--- config.mk ---
export PLATFORM = sky130hd
export DESIGN_NAME = tdm_demux
export DESIGN_NICKNAME = d
export VERILOG_FILES = /design/src/rtl/tdm_demux.sv
export SDC_FILE = /design/constraint.sdc
export NUM_CORES = 1
export LEC_CHECK = 0
export CAP_MARGIN = 0
export CELL_PAD_IN_SITES_DETAIL_PLACEMENT = 1
export CELL_PAD_IN_SITES_GLOBAL_PLACEMENT = 1
export CORE_ASPECT_RATIO = 1.25
export CORE_MARGIN = 2
export CORE_UTILIZATION = 43
export CTS_CLUSTER_DIAMETER = 100
export DETAILED_ROUTE_END_ITERATION = 10
export PLACE_DENSITY_LB_ADDON = 0.2
export SETUP_SLACK_MARGIN = 0.1
export SYNTH_ARGS = -nofsm -noshare
export SYNTH_HDL_FRONTEND = slang
export SYNTH_SLANG_ARGS = --single-unit
export TNS_END_PERCENT = 100
--- constraint.sdc ---
create_clock -name clk -period 3.3 [get_ports clk]
set_input_delay 0.66 -clock clk [delete_from_list [all_inputs] [get_ports clk]]
set_output_delay 0.66 -clock clk [all_outputs]
set_load 0.02 [all_outputs]
--- src/rtl/tdm_demux.sv ---
// Time-division demultiplexer: gathers one W-bit sample per slot from a single lane
// and publishes a complete N_CH-channel frame as one parallel word.
module tdm_demux #(
   parameter int N_CH = 4,
   parameter int W    = 8
) (
   input  logic                      clk,
   input  logic                      reset,
   input  logic [W-1:0]              din,
   input  logic                      din_valid,
   input  logic                      frame,
   output logic [N_CH*W-1:0]         dout,
   output logic                      dout_valid,
   output logic [$clog2(N_CH)-1:0]   slot,
   output logic                      sync_err
);

   // Handshake: din_valid qualifies din and frame for one cycle; there is no
   // backpressure, so every valid sample is consumed on the edge it is presented.
   localparam int SW = $clog2(N_CH);
   localparam logic [SW-1:0] LAST_SLOT = SW'(N_CH - 1);

   typedef enum logic [0:0] {
      IDLE    = 1'b0,
      COLLECT = 1'b1
   } state_t;

   state_t state;

   // The top channel never needs a shadow: it goes straight from din into dout.
   logic [W-1:0] shadow [N_CH-1];

   always_ff @(posedge clk) begin
      if (reset) begin
         state      <= IDLE;
         slot       <= '0;
         dout       <= '0;
         dout_valid <= 1'b0;
         sync_err   <= 1'b0;
      end else begin
         dout_valid <= 1'b0;
         sync_err   <= 1'b0;
         case (state)
            IDLE: begin
               if (din_valid && frame) begin
                  shadow[0] <= din;
                  slot      <= SW'(1);
                  state     <= COLLECT;
               end
            end
            COLLECT: begin
               if (din_valid) begin
                  if (frame) begin
                     // Slot is never 0 while collecting, so a marker here is always early.
                     sync_err  <= 1'b1;
                     shadow[0] <= din;
                     slot      <= SW'(1);
                  end else if (slot == LAST_SLOT) begin
                     for (int k = 0; k < N_CH - 1; k++) begin
                        dout[k*W +: W] <= shadow[k];
                     end
                     dout[(N_CH-1)*W +: W] <= din;
                     dout_valid <= 1'b1;
                     slot       <= '0;
                     state      <= IDLE;
                  end else begin
                     shadow[slot] <= din;
                     slot         <= slot + SW'(1);
                  end
               end
            end
            default: state <= IDLE;
         endcase
      end
   end

endmodule

* After elaboration in Yosys (flattened, before gate mapping)
Memories as Yosys holds them, arrays and structs flattened. A register that Yosys moved wholly into a read port is not among the register bits. Cells that the tools add are included.
Storage, ports and cells: register bits after elaboration 37, word-level logic and storage cells 47, input port bits 12, memories 1, RAM bits 24, output and inout port bits 36
Operators by class: multiplexer cells 28, equal/unequal tests 3, add/sub/neg operators 1, bitwise logic cells 4, reductions and logical operators 5
Memories:
- shadow | depth 3, bits a word 8, rd ports 3, clocked after Yosys merged registers in 3, write ports 1, RTL line 31 | logic [W-1:0] shadow [N_CH-1];
Operator list (count):
- $mux 1 | 19
- $mux 8 | 2
- $mux 2 | 5
- $reduce_or 8->1 | 1
- $ne 2x2->1 const B | 2
- $pmux 2 s2 | 1
- $reduce_and 4->1 | 1
- $reduce_or 4->1 | 1
- $not 1->1 | 3
- $add 2x1->2 const B | 1
- $eq 2x2->1 const B | 1
- $pmux 1 s2 | 1
- $reduce_and 2->1 | 1
- $logic_and 1x1->1 | 1
- $or 1x1->1 | 1

* Longest topological paths before layout
depth after elaboration 9, gate-level depth with buffers 5, depth with buffers taken out 3

* Worst setup path before layout
Ideal clock, no wire load.
path type input to register, from input port reset, to memory shadow[2][0], enable pin, required time 2.902 ns, data arrival time 1.900 ns, library setup time 0.398 ns, stages 2, setup slack 1.002 ns, buffers on the path 0, cells stage by stage nand4bb_1 -> nor4b_1
On the way: longest elaborated chain between the ends 4, elaborated cells on any way between the ends 10, those cells by class 8 x mux; 1 x bitwise; 1 x reduce/logical
RTL lines:
- start: declaration | RTL line 8 | input logic reset,
- $mux 1 (on tied branches)
- $mux 1 (on tied branches) | RTL line 67, 46, 56
- $reduce_or 8->1 (no source line) or $or 1x1->1 (tied branches)
- $mux 2 (no source line) or $mux 1 (tied branches)
- end: declaration | RTL line 31
Several ways; a longest one is shown, not always the timed one.

* Worst setup path after layout
from register slot[0], to output port slot[0]
RTL lines:
- start: declaration | RTL line 14 | output logic [$clog2(N_CH)-1:0] slot,
- start signal: assignment | RTL line 68 | slot <= slot + SW'(1);
No word-level cell between the ends.

==> impl_results.md <==
* Peak VDD IR at 0.306 mV
* Bufs and invs on worst path at 1
* Flop-to-flop setup slack at 1.30 ns
* Status: finished clean
* Avg Cell Area, Syn at 12.7 sq um
* Hold_sp: dout[2]
* Worst reg2reg path depth at 4
* Core Box Area at 0.00541 sq mm
* WL met2 at 2.59 mm
* Final Hold Vio Count at 0
* Post-CTS Resized at 0
* Placed Instances at 294
* RR Endpoint: dout[28]
* Vias at 1537
* Post-synth top area share at 31.0%
* Internal power at 1.17 mW
* M1 WL at 2.07 mm
* Antenna violations before repair at 0
* Clock Sinks at 61
* DIE WIDTH at 70.7 microns
* Clk pin slew, worst setup/hold paths at 0.06 ns
* Initial drt markers at 56
* First-pass GRT wire length at 8.23 mm
* Diodes inserted at 0
* Root Buffer: clkbuf_8
* Slew @ Worst Pin at 0.481 ns
* Seq cells post-synth at 61
* RSZ-0062 raised after global routing: no
* DP Wirelength at 3.36 mm
* GP Congestion at 0.695
* Clock Path Buffers at 2
* Clk Latency, worst-skew pair at 0.33 ns
* Register area share after synthesis at 61.1%
* Max Fclk at 0.473 GHz
* Max Cap Viol at 0
* Skew final at 0.00646 ns
* NetSw at 0.314 mW
* Crit path required time at 2.64 ns
* Sw frac at 21.2%
* YS warnings at 0
* Final worst-path setup slack at 1.19 ns
* Vias in the first global route at 1719
* # rows at 30
* Routed length per placed instance at 15.9 microns
* CP Max Fanout at 6
* P_leak at 1.03 nW
* Critical Path, Cell by Cell: clkdlybuf4s50_1
* Initial Utilization at 44.2%
* Final Net Count at 254
* Crit-path max cell delay at 0.66 ns
* Sequential share of power at 53.6%
* PD cells at 476 mW/mm^2
* Setup-failing EPs final at 0
* Total power at 1.48 mW
* Post-synth top area cell: dfxtp_1
* Area delta synth->final at 30.0%
* Drt first pass iters at 4
* Design area at 0.00311 sq mm
* Gate power share at 4.3%
* DIE AREA at 0.00618 sq mm
* Slowest cell on crit path: clkdlybuf4s50_1
* Cells after Synth at 188
* Clock share of power at 42.2%
* Share of cells above drive strength 1 at 9.76%
* Reg-to-Reg Start: slot[0]
* Worst setup path class: flip-flop to output port
* Yosys cell types at 25
* Hold slack at 0.479 ns
* Area after DPL at 0.00293 sq mm
* Chip Height at 87.4 microns
* Drt total wl at 4.92 mm
* Port Buffers at 47
* Met3 WL at 159 microns
* Max-Slew Margin vs Limit at 67.9%
* Pre-CTS setup slack at 0.865 ns
* Worst Hold End: dout[2]
* Fin crit period at 2.11 ns
* DRT antenna net count at 0
* Drt drc at 0
* Family with the most delay on the worst path: buffers and inverters
* Final number of max-transition violations at 0
* Post-DR vias/cell at 4.96
* TritonCTS clock tree: done
* Largest net degree at the start of global routing at 70
* Max layer used: met4
* Depth of the CTS H-tree at 3
* GR Overflow Total at 0
* Worst Hold Class: flip-flop to flip-flop
* Area contributors post-synth: dfxtp_1 31%, edfxtp_1 30%, nand2b_1 17%
* Synth Cell Area at 0.00239 sq mm
* CTS Hold Bufs at 0
* Top-Level Pins at 48
* Setup TNS at 0 ns
* Synth Net Count at 201
* Worst Setup Start Kind: flip-flop
* Final Non-Filler Cells at 310
* CP endpoint kind: output port
* CTS Buf Count at 9
* Utilization after layout at 57.5%
* Period Utilization, post-route at 64.0%
* Hold Path Stages at 2
* CP arrival at 1.45 ns
* Post-CTS Setup Inserts at 0
* All-Layer GR Usage at 17.6%
* Fillers at 548
worst reg2reg max path, delay by kind of cell (launching register included):
kind,cells,cell delay [ns]
and+or+nand+nor,1,0.58
adders and majority gates,1,0.34
DFF,1,0.47
buffers and inverters,1,0.31
muxes,1,0.23
worst max path at each step:
| stage | startpoint | end | slack, ns | cells past startpoint |
|---|---|---|---|---|
| after floorplan | reset | shadow[2][0] | 1.00 | 2 |
| after global placement | din_valid | dout[21] | 0.98 | 4 |
| after detailed placement | din_valid | dout[28] | 0.87 | 4 |
| after CTS | slot[0] | slot[0] | 1.16 | 1 |
| after global routing | slot[0] | slot[0] | 1.13 | 1 |
| final | slot[0] | slot[0] | 1.19 | 1 |
placed cells by master (no fill, tap or decap), types with 2 or more instances in the layout:
cell type,synthesis,final
buf_4,1,6
clkbuf_1,6,2
clkbuf_8,0,9
clkdlybuf4s50_1,0,46
clkinv_2,0,2
dfxtp_1,37,37
edfxtp_1,24,24
inv_1,3,3
mux2i_1,32,32
nand2b_1,64,64
power groups by stage:
| stage | clock network [mW] | logic [mW] | registers [mW] |
|---|---|---|---|
| floorplan | 0 | 0.0324 | 0.810 |
| global placement | 0 | 0.0612 | 0.809 |
| detailed placement | 0 | 0.0641 | 0.809 |
| CTS | 0.640 | 0.0643 | 0.793 |
| global route | 0.670 | 0.0692 | 0.793 |
| finish | 0.624 | 0.0634 | 0.793 |
metal layers:
layer | vias to the layer above | global-route usage, %
met5 | - | 0
li1 | 745 | -
met2 | 33 | 30.7
met1 | 750 | 20.1
met3 | 9 | 3.59
met4 | 0 | 9.78
sequential cells by signal, summed over array words and instances, names as in the netlist:
register    count
dout           32
shadow         24
slot            2
dout_valid      1
state           1
sync_err        1
final cells by class:
type                    count  area [sq um]  area share (%)
repair buffers             53           510            16.4
inverters                   3          11.3           0.362
multi-input cells         113           863            27.8
well taps                  64          80.1            2.58
clock inverters             5          51.3            1.65
flip-flops and latches     61          1460            47.0
clock buffers              11           131            4.23
kinds of logic after synthesis:
| group | Yosys count | share of synthesized area, % |
|---|---|---|
| mux | 32 | 13.4 |
| flops | 61 | 61.1 |
| simple gates | 74 | 19.8 |
| compound gates | 6 | 1.78 |
| buf+inv | 14 | 3.35 |
| fa+ha+maj | 1 | 0.523 |
synth_stat cells:
master,n
nand2b_1,64
dfxtp_1,37
mux2i_1,32
edfxtp_1,24
clkbuf_1,6
buf_6,3
inv_1,3
and4b_1,2
a211oi_1,1
a21bo_2,1
a21oi_1,1
buf_2,1
buf_4,1
ha_1,1
nand2_1,1
nand4bb_1,1
nor2_1,1
nor2b_1,1
nor3b_1,1
nor4_1,1
nor4b_1,1
o21ai_0,1
o22ai_1,1
o2bb2ai_1,1
or3_1,1
Power figures use the tool's default switching activity.
